### src/rtl/seg_ctrl_pkg.sv
// Shared types and segment encoding for the seven-segment display arbiter.
package seg_ctrl_pkg;

    typedef enum logic [1:0] {
        IDLE  = 2'd0,
        GRANT = 2'd1,
        HOLD  = 2'd2
    } seg_arb_state_t;

    localparam int unsigned NIB_W      = 4;
    localparam int unsigned SEG_W      = 7;
    localparam int unsigned NUM_DIGITS = 4;
    localparam int unsigned FRAME_W    = NIB_W * NUM_DIGITS;

    localparam logic REQ_A = 1'b0;
    localparam logic REQ_B = 1'b1;

    // Active-high segments, bit0=a .. bit6=g, indexed by hex nibble.
    localparam logic [SEG_W-1:0] HEX_SEG [16] = '{
        7'h3F, 7'h06, 7'h5B, 7'h4F, 7'h66, 7'h6D, 7'h7D, 7'h07,
        7'h7F, 7'h6F, 7'h77, 7'h7C, 7'h39, 7'h5E, 7'h79, 7'h71
    };

    function automatic logic [SEG_W-1:0] hex_to_seg(input logic [NIB_W-1:0] nibble);
        return HEX_SEG[nibble];
    endfunction

endpackage

### src/rtl/hex7seg_decoder.sv
// Combinational hex nibble to active-high seven-segment pattern.
module hex7seg_decoder
    import seg_ctrl_pkg::*;
(
    input  logic [3:0] i_nibble,
    output logic [6:0] o_seg_c
);

    assign o_seg_c = hex_to_seg(i_nibble);

endmodule

### src/rtl/seg_display_arbiter.sv
// Round-robin arbiter granting two requesters ownership of a four-digit display,
// latching the decoded frame and holding ownership for a minimum dwell time.
module seg_display_arbiter
    import seg_ctrl_pkg::*;
#(
    parameter int unsigned HOLD_W      = 20,
    parameter int unsigned HOLD_CYCLES = 1_000_000
) (
    input  logic        clk,
    input  logic        rst_n,
    input  logic        a_req,
    input  logic [15:0] a_data,
    input  logic [3:0]  a_blank,
    output logic        a_ack,
    input  logic        b_req,
    input  logic [15:0] b_data,
    input  logic [3:0]  b_blank,
    output logic        b_ack,
    output logic [6:0]  digit0_segments,
    output logic [6:0]  digit1_segments,
    output logic [6:0]  digit2_segments,
    output logic [6:0]  digit3_segments,
    output logic        owner,
    output logic        busy
);

    localparam logic [HOLD_W-1:0] HOLD_LOAD = HOLD_W'(HOLD_CYCLES - 1);

    seg_arb_state_t     r_state;
    logic               r_win;
    logic               r_last_grant;
    logic               r_owner;
    logic               r_a_ack;
    logic               r_b_ack;
    logic               r_busy;
    logic [HOLD_W-1:0]  r_cnt;
    logic [SEG_W-1:0]   r_seg [NUM_DIGITS];

    logic [FRAME_W-1:0]    w_win_data;
    logic [NUM_DIGITS-1:0] w_win_blank;
    logic [SEG_W-1:0]      w_seg [NUM_DIGITS];
    logic                  w_idle_win;
    logic                  w_owner_req;

    assign w_win_data  = (r_win == REQ_B) ? b_data  : a_data;
    assign w_win_blank = (r_win == REQ_B) ? b_blank : a_blank;
    // On a tie the requester not granted last wins.
    assign w_idle_win  = (a_req && b_req) ? ~r_last_grant : b_req;
    assign w_owner_req = (r_owner == REQ_B) ? b_req : a_req;

    for (genvar gi = 0; gi < NUM_DIGITS; gi++) begin : g_dec
        hex7seg_decoder u_dec (
            .i_nibble (w_win_data[gi*NIB_W +: NIB_W]),
            .o_seg_c  (w_seg[gi])
        );
    end

    always_ff @(posedge clk or negedge rst_n) begin
        if (!rst_n) begin
            r_state      <= IDLE;
            r_win        <= REQ_A;
            r_last_grant <= REQ_B;
            r_owner      <= REQ_A;
            r_a_ack      <= 1'b0;
            r_b_ack      <= 1'b0;
            r_busy       <= 1'b0;
            r_cnt        <= '0;
            for (int i = 0; i < NUM_DIGITS; i++) begin
                r_seg[i] <= '0;
            end
        end else begin
            case (r_state)
                IDLE: begin
                    if (a_req || b_req) begin
                        r_state <= GRANT;
                        r_win   <= w_idle_win;
                        r_a_ack <= (w_idle_win == REQ_A);
                        r_b_ack <= (w_idle_win == REQ_B);
                        r_busy  <= 1'b1;
                    end
                end
                GRANT: begin
                    r_a_ack      <= 1'b0;
                    r_b_ack      <= 1'b0;
                    r_owner      <= r_win;
                    r_last_grant <= r_win;
                    r_cnt        <= HOLD_LOAD;
                    r_state      <= HOLD;
                    for (int i = 0; i < NUM_DIGITS; i++) begin
                        r_seg[i] <= w_win_blank[i] ? '0 : w_seg[i];
                    end
                end
                HOLD: begin
                    if (r_cnt == '0) begin
                        r_state <= IDLE;
                        r_busy  <= 1'b0;
                    end else if (w_owner_req) begin
                        // Owner refresh restarts the dwell; the other side keeps waiting.
                        r_state <= GRANT;
                        r_win   <= r_owner;
                        r_a_ack <= (r_owner == REQ_A);
                        r_b_ack <= (r_owner == REQ_B);
                    end else begin
                        r_cnt <= r_cnt - HOLD_W'(1);
                    end
                end
                default: begin
                    r_state <= IDLE;
                    r_busy  <= 1'b0;
                end
            endcase
        end
    end

    assign a_ack           = r_a_ack;
    assign b_ack           = r_b_ack;
    assign owner           = r_owner;
    assign busy            = r_busy;
    assign digit0_segments = r_seg[0];
    assign digit1_segments = r_seg[1];
    assign digit2_segments = r_seg[2];
    assign digit3_segments = r_seg[3];

endmodule

### config.mk
export PLATFORM = sky130hd
export DESIGN_NAME = seg_display_arbiter
export DESIGN_NICKNAME = d
export VERILOG_FILES = /design/src/rtl/seg_ctrl_pkg.sv /design/src/rtl/hex7seg_decoder.sv /design/src/rtl/seg_display_arbiter.sv
export SDC_FILE = /design/constraint.sdc
export NUM_CORES = 1
export LEC_CHECK = 0
export CORE_UTILIZATION = 30
export CTS_BUF_LIST = sky130_fd_sc_hd__clkbuf_16
export DETAILED_ROUTE_END_ITERATION = 8
export DONT_BUFFER_PORTS = 1
export SKIP_LAST_GASP = 1
export SLEW_MARGIN = 20
export SYNTH_ARGS = -nofsm -noshare
export SYNTH_HDL_FRONTEND = slang
export SYNTH_SLANG_ARGS = --single-unit
### constraint.sdc
create_clock -name clk -period 2.9 [get_ports clk]
set_input_delay 0.435 -clock clk [delete_from_list [all_inputs] [get_ports clk]]
set_output_delay 0.435 -clock clk [all_outputs]
set_load 0.02 [all_outputs]
# Yosys cells after proc, flatten, opt, wreduce, memory -nomap -nowiden
# Memory sizes are Yosys's and may differ from the RTL's.
# Index checks and enable logic that the tools add are counted.
classes:
  muxes: 35
  n_reduce_logical: 12
  n_bitwise: 8
  n_lt_le_gt_ge: 4
  n_eq_ne: 8
  addsub: 1
op_table:
  columns: ["cell", "count"]
  rows:
  - ["two-way mux 7 bit", 12]
  - ["two-way mux 20 bit", 2]
  - ["one-hot mux 20 bit (2 select lines)", 1]
  - [">= comparator 5 bit, second input constant", 4]
  - ["zero test 20 bit", 1]
  - ["NOT 4 -> 5 bit", 4]
  - ["subtractor 20 x 1 -> 20 bit, second input constant", 1]
  - ["two-way mux 16 bit", 1]
  - ["two-way mux 1 bit", 10]
  - ["!= test 2 bit, second input constant", 5]
  - ["one-hot mux 1 bit (3 select lines)", 3]
  - ["AND reduction 4 bit", 2]
  - ["two-way mux 2 bit", 3]
  - ["one-hot mux 2 bit (3 select lines)", 1]
  - ["AND reduction 3 bit", 2]
  - ["two-way mux 4 bit", 1]
  - ["NOT 1 bit", 4]
  - ["nonzero test 2 bit", 2]
  - ["!= test 3 bit, second input constant", 1]
  - ["nonzero test 3 bit", 1]
  - ["equality test 2 x 1 -> 1 bit, second input constant", 1]
  - ["equality test 2 bit, second input constant", 1]
  - ["zero test 2 bit", 1]
  - ["one-hot mux 1 bit (2 select lines)", 1]
  - ["3 further kinds", 3]
totals:
  n_memories: 4
  out_inout_bits: 32
  wordCells: 84
  in_bits: 44
  rom_bits: 448
  regBits: 56
memory_table:
  columns: ["memory", "depth", "word_bits", "rd", "rd_ports_with_merged_regs", "write_ports", "line", "source"]
  rows:
  - ["(no name shown)", 16, 7, 1, 0, 0, "seg_ctrl_pkg.sv:25", "return HEX_SEG[nibble];"]
  - ["(no name shown)", 16, 7, 1, 0, 0, "seg_ctrl_pkg.sv:25", null]
  - ["(no name shown)", 16, 7, 1, 0, 0, "seg_ctrl_pkg.sv:25", null]
  - ["(no name shown)", 16, 7, 1, 0, 0, "seg_ctrl_pkg.sv:25", null]

# Logic depth before layout (Yosys ltp)
# Gate-level depths: netlist (run 1).
depth:
  ltp_word: 6
  depth_mapped: 10
  ltp_nobuf: 7

# Hierarchy
# A second synthesis (run 1) with hierarchy kept.
hier_totals:
  hier_cells: 443
  area_unflattened_um2: 4095.2
by_module_without_submodules:
  columns: ["module", "n_inst", "area_per_inst_um2", "cells_per_inst", "seq_area_each_um2"]
  rows:
  - ["seg_display_arbiter", 1, 2947.8, 311, 1402.6]
  - ["hex7seg_decoder (g_dec[2].u_dec)", 1, 290.3, 33, 0.0]
  - ["hex7seg_decoder (g_dec[1].u_dec)", 1, 287.8, 33, 0.0]
  - ["hex7seg_decoder (g_dec[0].u_dec)", 1, 286.5, 33, 0.0]
  - ["hex7seg_decoder (g_dec[3].u_dec)", 1, 282.8, 33, 0.0]

# Worst setup path after synthesis (run 1)
# Ideal clock, no wire load.
synth_path:
  kind: "flip-flop to flip-flop"
  from: "register r_win"
  to: "register r_seg, in the netlist digit0_segments[3]"
  setup_time_ns: 0.135
  synth_period_minus_slack_ns: 2.393
  slack_ns: 0.507
  required_time_ns: 2.765
  n_path_buf: 3
  arrival_ns: 2.258
  stages_incl_launch_ff: 11
  path_cell_list: "dfrtp_1 -> clkbuf_1 -> buf_1 -> buf_2 -> mux2_2 -> inv_1 -> ha_1 -> nor2_1 -> a211oi_1 -> a31oi_1 -> o22ai_1"
synth_between:
  elab_chain_len: 6
  word_cells_on_any_way: 7
  cone_classes: "mux (5); bitwise (1); memory (1)"
synth_lines:
  columns: ["item", "line", "source"]
  rows:
  - ["start: declaration", "seg_display_arbiter.sv:30", "logic r_win;"]
  - ["start signal: assignment", "seg_display_arbiter.sv:76", "r_win <= w_idle_win;"]
  - ["start signal: assignment", "seg_display_arbiter.sv:100", "r_win <= r_owner;"]
  - ["two-way mux 16 bit", "seg_display_arbiter.sv:45", "assign w_win_data = (r_win == REQ_B) ? b_data : a_data;"]
  - ["NOT 4 -> 5 bit (implied by the code)", "seg_ctrl_pkg.sv:25", null]
  - ["memory (16 x 7 bit)", null, null]
  - ["two-way mux 7 bit (implied by the code) (2 in a row)", "seg_ctrl_pkg.sv:25", null]
  - ["two-way mux 7 bit (*)", "seg_display_arbiter.sv:90", "r_seg[i] <= w_win_blank[i] ? '0 : w_seg[i];"]
  - ["end signal: indexed assignment", "seg_display_arbiter.sv:90", null]
  - ["end: declaration", "seg_display_arbiter.sv:37", "logic [SEG_W-1:0] r_seg [NUM_DIGITS];"]
# Every way passes the cells marked *; elsewhere a longest branch is shown, timed or not. The select of a mux whose other input is x is not followed.
# A chain may end at the register's enable or synchronous reset.

# Final worst setup path (run 1)
layout_path:
  from: "register r_cnt[8]"
  to: "register r_state[1]"
layout_between:
  elab_chain_len: 3
  word_cells_on_any_way: 5
  cone_classes: "eq/ne (1); mux (2); reduce/logical (2)"
layout_lines:
  columns: ["item", "line", "source"]
  rows:
  - ["start: declaration", "seg_display_arbiter.sv:36", "logic [HOLD_W-1:0] r_cnt;"]
  - ["start signal: assignment", "seg_display_arbiter.sv:104", "r_cnt <= r_cnt - HOLD_W'(1);"]
  - ["zero test 20 bit (*)", "seg_display_arbiter.sv:94", "if (r_cnt == '0) begin"]
  - ["two-way mux 2 bit / != test 3 bit (equally long branches)", null, null]
  - ["one-hot mux 2 bit (3 select lines) / AND reduction 2 bit (equally long branches)", null, null]
  - ["end signal: assignment", "seg_display_arbiter.sv:75", "r_state <= GRANT;"]
  - ["end signal: assignment", "seg_display_arbiter.sv:95", "r_state <= IDLE;"]
  - ["end signal: assignment", "seg_display_arbiter.sv:99", "r_state <= GRANT;"]
  - ["end: declaration", "seg_display_arbiter.sv:29", "seg_arb_state_t r_state;"]
# Every way passes the cells marked *; elsewhere a longest branch is shown, timed or not.

==> results of run 1 <==
-- cell type report --
cell class | count | area (sq um) | share of cell area
Sequential cell | 56 | 1400 | 0.335
Clock inverter | 3 | 25.0 | 0.00598
Clock buffer | 5 | 125 | 0.0299
Inverter | 44 | 165 | 0.0394
Tap cell | 168 | 210 | 0.0502
Multi-Input combinational cell | 314 | 2150 | 0.513
Timing Repair Buffer | 12 | 110 | 0.0263
-- per-stage QoR --
stage	hold WS [ps]	worst slack (ps)
2_1_floorplan	139	507
3_3_place_gp	144	527
3_5_place_dp	144	485
4_1_cts	3.24	461
5_1_grt	7.78	274
6_report	-4.09	449
-- where the power goes --
group          internal, W  switching (W)
combinational     0.000711        0.00105
sequential         0.00102       0.000450
clock             0.000327       0.000304
-- flip-flops by register name, indices dropped and copies added, names as in the netlist --
signal	count
digit3_segments	7
b_ack	1
r_last_grant	1
r_cnt	20
digit0_segments	7
r_win	1
owner	1
digit2_segments	7
digit1_segments	7
busy	1
r_state	2
a_ack	1
-- path summary, 6_finish.rpt --
check | cells after the start | slack, ps | from | endpoint
worst max-delay path | 5 | 450 | r_cnt[8] | r_state[1]
worst min-delay path | 1 | -4 | rst_n | owner
worst max register to register | 5 | 450 | r_cnt[8] | r_state[1]
worst min register to register | 2 | 470 | r_last_grant | r_last_grant
max in group asynchronous | 1 | 2630 | rst_n | r_last_grant
min in group clk | 2 | 470 | r_last_grant | r_last_grant
-- layout by cell type (no fill, tap or decap), drive strengths merged, types with 2 or more instances in the layout --
master	count
o41ai	2
o21ai	22
inv	46
o32ai	12
nor4	5
nand2b	5
a211oi	9
or4	3
clkbuf	5
nor3	14
o22ai	12
nand3	5
a2111oi	2
nor2	39
and2	3
dfrtp	55
a21boi	2
a31oi	7
nand2	58
mux2	15
a21oi	20
ha	27
mux2i	24
buf	12
o31ai	3
xnor2	9
or4b	2
-- metal layers --
layer	routed length [um]	part of all wire
met3	705	0.076
met2	4420	0.47
met1	4090	0.44
met4	105	0.011
met5	0	0
-- kinds of logic (layout without fill, tap and decap cells) --
group / after synthesis / in the layout
simple gates: 139 / 139
fa+ha+maj: 27 / 27
mux: 40 / 40
buf+inv: 55 / 64
flops: 56 / 56
xor+xnor: 9 / 9
compound gates: 99 / 99
-- timing repair --
| item | 4_1_cts | 5_1_grt |
|---|---|---|
| resized for setup | 0 | 0 |
| hold buffers | 1 | 0 |
| hold endpoints to repair | 56 | 0 |
==> reports/metrics.cfg, run 1 <==
[outcome]
run_status=complete, but fails checks
failed_checks=negative hold slack

[logic_synthesis]
synth_top_area_share=0.366
synth-seq-cells=56
synth_cell_type_count=50
synth.yosys.warnings=0
synth_flop_cell=dfrtp_1
synth_top_family_by_area=compound AO/OA/AOI/OAI gates
synth_enable_flop_cells=0
synth_simple_gate_area_frac=0.169
synth.cell_area_sq_um=3760
ys_seq_area_frac=0.373
synth_xor_xnor_area_share=0.0210
async_flop_share=1.00
yosys-top-cells-count=nand2_1, dfrtp_1, inv_1, nor2_1, ha_1
synth-adder-area-share=0.0899
synthDominantAreaCellType=dfrtp_1
syn_nets=496
yosys-mux-area-fraction=0.116
synth_compound_area_frac=0.175
netlist_instances=425
ys_top_cells_by_area=dfrtp_1, ha_1, mux2i_1, nand2_1, inv_1
average_instance_area_after_synthesis_sq_um=8.84
post-synth-top-count-cell=nand2_1

[global_route]
gr-usage-met1=0.191
met2_routing_resource_usage_after_global_routing=0.250
antenna_found_initial=0
number_of_global_route_vias_before_repair=3158
grt_busiest_layer=met2
grt.overflow.total=0
globalRouteTotalUtil=0.150
grt_util_met3=0.0414
grt_max_degree=57
grt_first_pass_wirelength_mm=15.7

[worst_setup_path]
worstPathMaxFanout=9
path_class=flop to flop
worstPathArrival_ps=2630
cell_by_cell_listing_of_the_critical_path=or4_1, or4b_4, o21ai_4, nand2_2, mux2_4
slowest_delay_ps=610
startpoint_type=flop
crit_path_top_delay_cell=or4_1
critPathRequiredTime_ps=3080
critical_path.top_delay_family=simple AND/OR/NAND/NOR gates
end_kind=flop
crit_path_buffers_inverters=0

[timing]
worst_clock_skew_ps=7.47
slew-limit-headroom=0.485
period_minus_slack_ps=2450
unrepaired_setup_endpoints_after_global_routing=no
fin_crit_sh=0.845
final_setup_fails=0
timing_hold_violations_final=4
fmax_ghz=0.408
tightestPinTransition_ps=752
hold_slack_ps=-4.09
maxSlewViolCount=0
finalSetupTns_ps=0

[clocking]
cts_inserted_buffers=5
clk_latency_ps=300
clk_transition_reported_paths_ps=80
cts_root_buffer=clkbuf_16
cts.sink_count=56
post_cts_buffers=0
clock_tree_from_tritoncts=done
clk_path_buf_depth=2
ctsHtreeMaxLevel=2

[drt]
ant_nets=0
routed_wirelength_mm=9.32
drt-initial-drc-count=142
drcViolationCount=0
detail_route.vias_per_cell=5.20
avgRoutedWirePerCell_um=15.5
vias=3132
drt_first_pass_iters=4

[final_layout]
final_cells=602
final_nets=504
number_of_inserted_diodes=0
post_route_cells_drive_above_1_share=0.0991
postLayoutCoreUtil=0.346
layout_overhead_on_the_synthesized_area_pct=11.4
nFillCells=1275
finish.instance_area_sq_um=4190

[floorplan]
start_util=0.310
dieHeight_um=114
placement_rows=40
top_level_ports=76
floorplan.die.width_um=114
die_area_sq_um=13000
core_sq_um=12100

[hold_path]
min-delay-path-class=primary input to async pin

[place]
placed_cell_areas_sq_um=4010
place.gp.congestion=0.928
dp_cells=593
place_hpwl_mm=6.97
port-buffer-count=0

[pwr]
ir_worst_vdd_v=0.000422
power_density_nw_per_um2=924
power_w=0.00387
total_leakage_power_nw=1.77

[job]
cap_violations=0

No activity file was read; power rests on OpenSTA's default activity.
==> run 2: changes to the inputs <==
- clock period: 2.9 -> 2.3 ns (I/O delays scaled with it)
==> reports/metrics.cfg, run 2 (synthesized netlist as in run 1, its figures left out) <==
[outcome]
run_status=completed

[floorplan]
dieHeight_um=114  ; unchanged
die_area_sq_um=13000  ; unchanged
top_level_ports=76  ; unchanged
core_sq_um=12100  ; unchanged
floorplan.die.width_um=114  ; unchanged
placement_rows=40  ; unchanged
start_util=0.310  ; unchanged

[place]
dp_worst_setup_slack_ps=75.1  ; -410 ps
dp_cells=606  ; +2.2%
place.gp.congestion=0.845  ; -8.9%
placed_cell_areas_sq_um=4120  ; +2.7%
port-buffer-count=0  ; unchanged
place_hpwl_mm=6.94  ; -0.43%

[clocking]
clk_latency_ps=300  ; about the same
cts.sink_count=56  ; unchanged
clk_path_buf_depth=2  ; unchanged
clock_tree_from_tritoncts=done
clk_transition_reported_paths_ps=80  ; about the same
cts_inserted_buffers=5  ; unchanged
ctsHtreeMaxLevel=2  ; unchanged
cts_root_buffer=clkbuf_16

[timing]
post-route-worst-setup-slack_ps=66.8  ; -382 ps
fin_crit_sh=0.971  ; +0.126
worst_clock_skew_ps=12.1  ; +4.63 ps
fmax_ghz=0.448  ; +9.7%
hold_slack_ps=341  ; +345 ps
timing_hold_violations_final=0  ; -4
unrepaired_setup_endpoints_after_global_routing=yes
tightestPinTransition_ps=600  ; -152 ps
slew-limit-headroom=0.589  ; +0.104
period_minus_slack_ps=2230  ; -218 ps
maxSlewViolCount=0  ; unchanged
final_setup_fails=0  ; unchanged

[worst_setup_path]
worstPathArrival_ps=2420  ; -210 ps
path_class=flop to flop
end_kind=flop
startpoint_type=flop
critPathRequiredTime_ps=2480  ; -600 ps
worstPathMaxFanout=4  ; -5

[pwr]
share_clk_of_total_power=0.177  ; +0.014
power.switching_fraction=0.450  ; -0.0169
power.combinational.fraction=0.463  ; +0.007
net-switching-power_w=0.00226  ; +25%
ir_worst_vdd_v=0.000482  ; +14%
power_w=0.00502  ; +30%
power_density_nw_per_um2=1150  ; +24%
share_seq_of_total_power=0.360  ; -0.021
internal_power_w=0.00276  ; +34%
total_leakage_power_nw=1.87  ; +5.8%

[final_layout]
largest-register=r_cnt
final_nets=521  ; +3.4%
finish.instance_area_sq_um=4370  ; +4.4%
layout_overhead_on_the_synthesized_area_pct=16.3
final_cells=619  ; +2.8%
post_route_cells_drive_above_1_share=0.137  ; +0.0384
seqCellArea_sq_um=1400  ; unchanged
multi_input_comb_area_sq_um=2160  ; +0.70%
layout.cells.most_common_list=nand2_1, dfrtp_1, inv_1, nor2_1, ha_1
nFillCells=1317  ; +3.3%
number_of_inserted_diodes=0  ; unchanged
flip_flop_count_of_the_largest_register_after_layout=20  ; unchanged
layout.cells.most_common=nand2_1

[global_route]
number_of_global_route_vias_before_repair=3192  ; +1.1%
antenna_found_initial=0  ; unchanged
grt_max_degree=57  ; unchanged
grt.overflow.total=0  ; unchanged
grt_first_pass_wirelength_mm=15.6  ; -0.44%
globalRouteTotalUtil=0.151  ; +0.00155

[hold_path]
min-delay-path-class=primary input to flop

[drt]
drt-initial-drc-count=157  ; +11%
drcViolationCount=0  ; unchanged
ant_nets=0  ; unchanged
vias=3186  ; +1.7%
detail_route.vias_per_cell=5.15  ; -1.1%
drt_first_pass_iters=5  ; +1
avgRoutedWirePerCell_um=15.1  ; -2.4%
routed_wirelength_mm=9.35  ; +0.37%

[job]
cap_violations=0  ; unchanged

run 2: changes by cell type in the layout (fill, tap and decap cells not counted), sizes merged:
cell	before	now
buf	12	28
clkinv	0	2
inv	46	44
bufinv	0	1
clkinvlp	1	0
dlygate4sd3	0	1
run 2: routing by layer:
layer | track usage | up-vias | share of wire
met4 | 0.0329 | 0 | 0.0080
met5 | 0 | - | 0
met2 | 0.257 | 105 | 0.48
met3 | 0.0425 | 5 | 0.070
li1 | - | 1557 | -
met1 | 0.190 | 1519 | 0.44
run 2: power by group through the flow:
stage / Sequential [W] / Clock [W] / Combinational [W]
after floorplan: 0.00175 / 0 / 0.00170
after global placement: 0.00183 / 0 / 0.00224
after detailed placement: 0.00183 / 0 / 0.00229
after CTS: 0.00181 / 0.000923 / 0.00233
after global routing: 0.00185 / 0.000957 / 0.00261
final: 0.00180 / 0.000890 / 0.00232
run 2: per-stage QoR:
| step | util | setup TNS, ps |
|---|---|---|
| 2_1_floorplan | - | 0 |
| 3_3_place_gp | 0.340 | 0 |
| 6_report | 0.361 | 0 |
| 3_5_place_dp | 0.340 | 0 |
| 4_1_cts | 0.357 | 0 |
| 5_1_grt | 0.361 | -24.2 |
run 2: cell type report:
class,instances,share of cell area
Clock inverter,3,0.0109
Tap cell,168,0.0481
Clock buffer,5,0.0286
Sequential cell,56,0.321
Multi-Input combinational cell,314,0.495
Inverter,44,0.0378
Timing Repair Buffer,29,0.0587
run 2: worst paths after layout:
check | startpoint | to | slack (ps) | cells after the start
hold / removal | b_req | r_win | 340 | 3
min in group asynchronous | rst_n | owner | 610 | 2
setup reg to reg | r_cnt[15] | a_ack | 70 | 5
setup / recovery | r_cnt[15] | a_ack | 70 | 5
hold reg to reg | r_last_grant | r_last_grant | 470 | 2
max in group asynchronous | rst_n | r_last_grant | 1420 | 2
run 2: repair_timing:
item / CTS / global route
setup buffers: 0 / 3
gates resized for setup: 0 / 6
endpoints found under the hold margin: 56 / 0
hold buffers: 2 / 0
setup endpoints to repair: 0 / 6
run 2: worst max-delay path: stages (launching register included):
cell and delay [ps]:
dfrtp_1 420, or4_4 530, or4b_4 590, nor2_2 130, a211oi_1 120, mux2_1 320
